`src/rtl/hazard_scoreboard.sv`:
```
// hazard_scoreboard
//   ID-stage hazard unit. It keeps one countdown counter per architectural
//   register and sets it when a load issues. An instruction in ID whose used
//   sources are still counting down is held with a bubble until the load
//   data is available. A HALT opcode latches a sticky halt, and only reset
//   releases it. A taken-branch flush overrides everything. Stalled cycles are
//   counted with a saturating counter.
//
// Ports
//   clk, rst        rising-edge clock, asynchronous active-high reset
//   id_valid        IF/ID holds a valid instruction
//   opcode          opcode of the ID instruction
//   id_rs, id_rt    source specifiers
//   id_uses_rs/rt   instruction actually reads rs / rt
//   id_is_load      ID instruction is a memory read
//   id_rd           load destination register
//   flush           squash the ID instruction
//   stall           bubble into ID/EX (combinational)
//   pc_write        = ~stall
//   if_id_write     = ~stall
//   halted          sticky halt state
//   stall_cycles    saturating count of stalled cycles
module hazard_scoreboard #(
    parameter int unsigned     REG_W    = 4,
    parameter int unsigned     OP_W     = 4,
    parameter logic [OP_W-1:0] HALT_OP  = 4'b1111,
    parameter int unsigned     LOAD_LAT = 1,
    parameter bit              ZERO_REG = 1'b1,
    parameter int unsigned     CNT_W    = 16
) (
    input  logic             clk,
    input  logic             rst,
    input  logic             id_valid,
    input  logic [OP_W-1:0]  opcode,
    input  logic [REG_W-1:0] id_rs,
    input  logic [REG_W-1:0] id_rt,
    input  logic             id_uses_rs,
    input  logic             id_uses_rt,
    input  logic             id_is_load,
    input  logic [REG_W-1:0] id_rd,
    input  logic             flush,
    output logic             stall,
    output logic             pc_write,
    output logic             if_id_write,
    output logic             halted,
    output logic [CNT_W-1:0] stall_cycles
);

    localparam int unsigned   NUM_REGS = 2 ** REG_W;
    localparam int unsigned   CW       = $clog2(LOAD_LAT + 1);
    localparam logic [CW-1:0] LAT_V    = CW'(LOAD_LAT);

    logic [CW-1:0]    r_cnt [NUM_REGS];
    logic             r_halted;
    logic [CNT_W-1:0] r_stall_cycles;

    logic w_busy_rs;
    logic w_busy_rt;
    logic w_halt_dec;
    logic w_stall;
    logic w_issue;
    logic w_load_set;

    // Register 0 is excluded from hazard tracking when it is hardwired zero.
    assign w_busy_rs  = id_uses_rs && (r_cnt[id_rs] != '0) && !(ZERO_REG && (id_rs == '0));
    assign w_busy_rt  = id_uses_rt && (r_cnt[id_rt] != '0) && !(ZERO_REG && (id_rt == '0));
    assign w_halt_dec = id_valid && (opcode == HALT_OP);

    // Flush outranks the halt state, which outranks data hazards.
    always_comb begin
        w_stall = 1'b0;
        if (flush)
            w_stall = 1'b0;
        else if (r_halted || w_halt_dec)
            w_stall = 1'b1;
        else
            w_stall = id_valid && (w_busy_rs || w_busy_rt);
    end

    assign w_issue    = id_valid && !flush && !w_stall;
    assign w_load_set = w_issue && id_is_load && !(ZERO_REG && (id_rd == '0));

    always_ff @(posedge clk or posedge rst) begin
        if (rst) begin
            for (int unsigned i = 0; i < NUM_REGS; i++)
                r_cnt[i] <= '0;
            r_halted       <= 1'b0;
            r_stall_cycles <= '0;
        end else begin
            // A newly issued load reloads its counter and takes precedence
            // over that counter's decrement (WAW reload).
            for (int unsigned i = 0; i < NUM_REGS; i++) begin
                if (w_load_set && (id_rd == REG_W'(i)))
                    r_cnt[i] <= LAT_V;
                else if (r_cnt[i] != '0)
                    r_cnt[i] <= r_cnt[i] - 1'b1;
            end
            if (w_halt_dec && !flush && !r_halted)
                r_halted <= 1'b1;
            if (w_stall && (r_stall_cycles != '1))
                r_stall_cycles <= r_stall_cycles + 1'b1;
        end
    end

    assign stall        = w_stall;
    assign pc_write     = !w_stall;
    assign if_id_write  = !w_stall;
    assign halted       = r_halted;
    assign stall_cycles = r_stall_cycles;

endmodule

```
`config.mk`:
```
export PLATFORM = sky130hd
export DESIGN_NAME = hazard_scoreboard
export DESIGN_NICKNAME = d
export VERILOG_FILES = /design/src/rtl/hazard_scoreboard.sv
export SDC_FILE = /design/constraint.sdc
export NUM_CORES = 1
export LEC_CHECK = 0
export CELL_PAD_IN_SITES_DETAIL_PLACEMENT = 0
export CELL_PAD_IN_SITES_GLOBAL_PLACEMENT = 1
export CORE_ASPECT_RATIO = 1.75
export CORE_MARGIN = 3
export CORE_UTILIZATION = 42
export CTS_BUF_LIST = sky130_fd_sc_hd__clkbuf_4 sky130_fd_sc_hd__clkbuf_8
export DETAILED_ROUTE_END_ITERATION = 8
export PLACE_DENSITY = 0.87
export SLEW_MARGIN = 20
export SYNTH_ARGS = -nofsm -noshare
export SYNTH_HDL_FRONTEND = slang
export SYNTH_SLANG_ARGS = --single-unit
export TNS_END_PERCENT = 5
```
`constraint.sdc`:
```
create_clock -name clk -period 5.4 [get_ports clk]
set_clock_uncertainty 0.05 [all_clocks]
set_input_delay 1.08 -clock clk [delete_from_list [all_inputs] [get_ports clk]]
set_output_delay 1.08 -clock clk [all_outputs]
set_load 0.005 [all_outputs]
```
==> impl_metrics.yaml <==
placement:
  place_congestion: 0.7640
  port_buffers: 42
  dp.cells: 233
  dp_slack_ns: 0.5497
  dp_hpwl_um: 2986
logic_synthesis:
  synth_area_leaders: "dfrtp_1 (49%), xnor2_1 (7.7%), mux4_2 (6.6%)"
  synth_top_flop_cell: "dfrtp_1"
  synth-seq-area-share: 0.4860
  yosysWarnings: 0
  synth_top_area_frac: 0.4860
  synth.cells.most_frequent: "dfrtp_1 (33), nor3_1 (16), xnor2_1 (15), nand3_1 (13), and3_1 (9)"
  avgSynthCellArea_um2: 11.48
  synth_compound_area_frac: 0.05523
  syn_nets: 172
  async_reset_ff_frac: 1.000
  ys_types: 35
  synth_edf_count: 0
  netlist_area_um2: 1699
  synthSimpleGateAreaFrac: 0.2158
  yosysMostFrequentCell: "dfrtp_1"
  synth_area_leader_cell: "dfrtp_1"
  synth_mux_area_frac: 0.1215
  synthAdderAreaFrac: 0.007364
  syn_inst: 148
  synth_xor_area_frac: 0.07732
  synth_seq_cells: 33
  synth_top_family_by_area: "simple AND/OR/NAND/NOR gates"
sta:
  fin_setup_tns_ns: 0
  maxSlewHeadroom: 0.6269
  finalHoldViolations: 0
  rsz0062_at_grt: "no"
  fin_crit_ns: 4.845
  period_share: 0.8972
  worst_slew_pin_slew_ns: 0.5581
  fmax_mhz: 206.4
  setup_viol: 0
  timing.final.ws_setup_ns: 0.5550
  finalMaxSlewViolations: 0
floorplanning:
  initial_core_util: 0.4353
  die_w_um: 54.08
  die-area_um2: 4875
  fp.dieH_um: 90.14
  core_um2: 3904
  rows: 30
  ioPinCount: 43
pwr:
  p_seq_frac: 0.501
  leakage_nw: 0.9281
  netSwitchingFraction: 0.2541
  p_int_uw: 416.5
  design_power_total_uw: 558.4
  p_clk_frac: 0.323
  switchingPower_uw: 141.9
  vdd_drop_max_v: 0.0001846
  p_comb_frac: 0.176
  power-per-cell-area_nw_per_um2: 250.5
setup_path:
  crit_type: "input pin to output port"
  endpoint_kind: "output port"
  rrSetupSlack_ns: 2.68
  critPathArrivalTime_ns: 3.71
  cp-start-kind: "input pin"
  cp.required_ns: 4.27
  cp_max_fo: 7
global_route:
  grt_max_degree: 34
  antenna_found_initial: 0
  overflow: 0
  grt_pass1_vias: 1440
  grt_pass1_wl_um: 6624
  grt_use_total: 0.1827
clock_tree:
  ctsHoldBuffers: 0
  clk_pin_slew_ns: 0.07
  clock_latency_ns: 0.28
  root_buffer: "clkbuf_8"
  clock_path_buffers: 2
  cts_resized: 0
  tritoncts_num_sinks: 33
  numCtsBuffers: 5
  htreeDepth: 2
  cts_tree: "done"
  cts_setup_buffers: 0
final_layout:
  fin_nets: 216
  n_antenna_cell: 0
  final-instance-count-excl-fill: 241
  fill_cells: 365
  area_delta_synth_final_pct: 31.22
  drive_gt1_frac: 0.09845
route:
  drt-wirelength-per-cell_um: 16.21
  drt-initial-drc-count: 27
  wl_um: 3907
  vias_per_cell: 5.564
  first_pass_iters: 4
  num_vias: 1341
  antenna_left: 0
  drc: 0
status:
  status: "completed"
job:
  drv.max_cap_violation_count: 0
min_path:
  hp-class: "register to register"
-- routing by layer --
layer	track usage	share of wire	vias up	wire [um]
met1	0.2135	0.36	650	1412
li1	-	-	629	-
met5	0	0	-	0
met4	0.08940	0.029	0	114
met3	0.03814	0.067	11	261
met2	0.3026	0.54	51	2117
-- layout by cell type (no fill, tap or decap), types with 2 or more instances in the layout --
master | netlist | layout
nand4_1 | 5 | 5
and4_1 | 2 | 2
xnor2_1 | 15 | 15
mux4_2 | 5 | 5
nor2_1 | 5 | 5
clkbuf_8 | 0 | 5
buf_4 | 2 | 2
dfrtp_1 | 33 | 33
nand3b_1 | 4 | 4
mux2i_1 | 6 | 6
clkinv_2 | 0 | 2
nor2b_1 | 2 | 2
and3_1 | 9 | 9
nor3_1 | 16 | 16
nand2b_1 | 2 | 2
mux2_2 | 2 | 2
inv_1 | 2 | 2
nand3_1 | 13 | 13
nand2_1 | 5 | 5
clkdlybuf4s50_1 | 0 | 42
-- cell families after synthesis --
group                      count (synthesis)
xor gates and xnor gates                  15
AOI/OAI and AO/OA                          9
other                                      1
buffers and inverters                      9
DFF                                       33
and+or+nand+nor                           66
muxes                                     14
adders and majority gates                  1
-- flip-flops by register name, indices dropped and copies added, names as in the netlist --
signal,count
r_cnt,16
stall_cycles,16
halted,1
-- per-stage QoR --
stage / area (um^2) / hold WS [ns] / util
floorplan: 1699 / 0.4308 / -
detailed placement: 2143 / 0.4342 / 0.5490
finish: 2230 / 0.4466 / 0.5712
global route: 2230 / 0.4774 / 0.5712
global placement: 2143 / 0.4308 / 0.5490
CTS: 2230 / 0.4483 / 0.5712
-- final timing paths --
path | from | to | cells after the start
max | id_rt[2] | stall | 6
min | stall_cycles[8] | stall_cycles[8] | 1
max reg2reg | r_cnt[6] | stall_cycles[1] | 7
min reg2reg | stall_cycles[8] | stall_cycles[8] | 1
max in group asynchronous | rst | stall_cycles[9] | 3
min in group asynchronous | rst | r_cnt[9] | 3
-- critical path: stages --
cell	delay, ns
clkdlybuf4s50_1	0.69
mux2i_1	0.12
mux4_2	0.47
or3b_1	0.42
a311oi_4	0.37
clkdlybuf4s50_1	0.57
-- layout make-up --
cell class | instances | area, um^2 | share of cell area
clock buffers | 6 | 76.32 | 0.03423
multi-input cells | 106 | 814.5 | 0.3653
flip-flops and latches | 33 | 825.8 | 0.3704
inverters | 2 | 7.507 | 0.003367
well taps | 48 | 60.06 | 0.02694
repair buffers | 44 | 435.4 | 0.1953
clock inverters | 2 | 10.01 | 0.004489
-- power by group through the flow --
stage | Sequential, mW | Clock (mW) | Combinational, mW
after floorplan | 0.281 | 0 | 0.0397
after global placement | 0.284 | 0 | 0.0947
after detailed placement | 0.284 | 0 | 0.0993
after CTS | 0.281 | 0.184 | 0.100
after global routing | 0.284 | 0.196 | 0.109
final | 0.280 | 0.180 | 0.0982
Power figures use the tool's default switching activity.
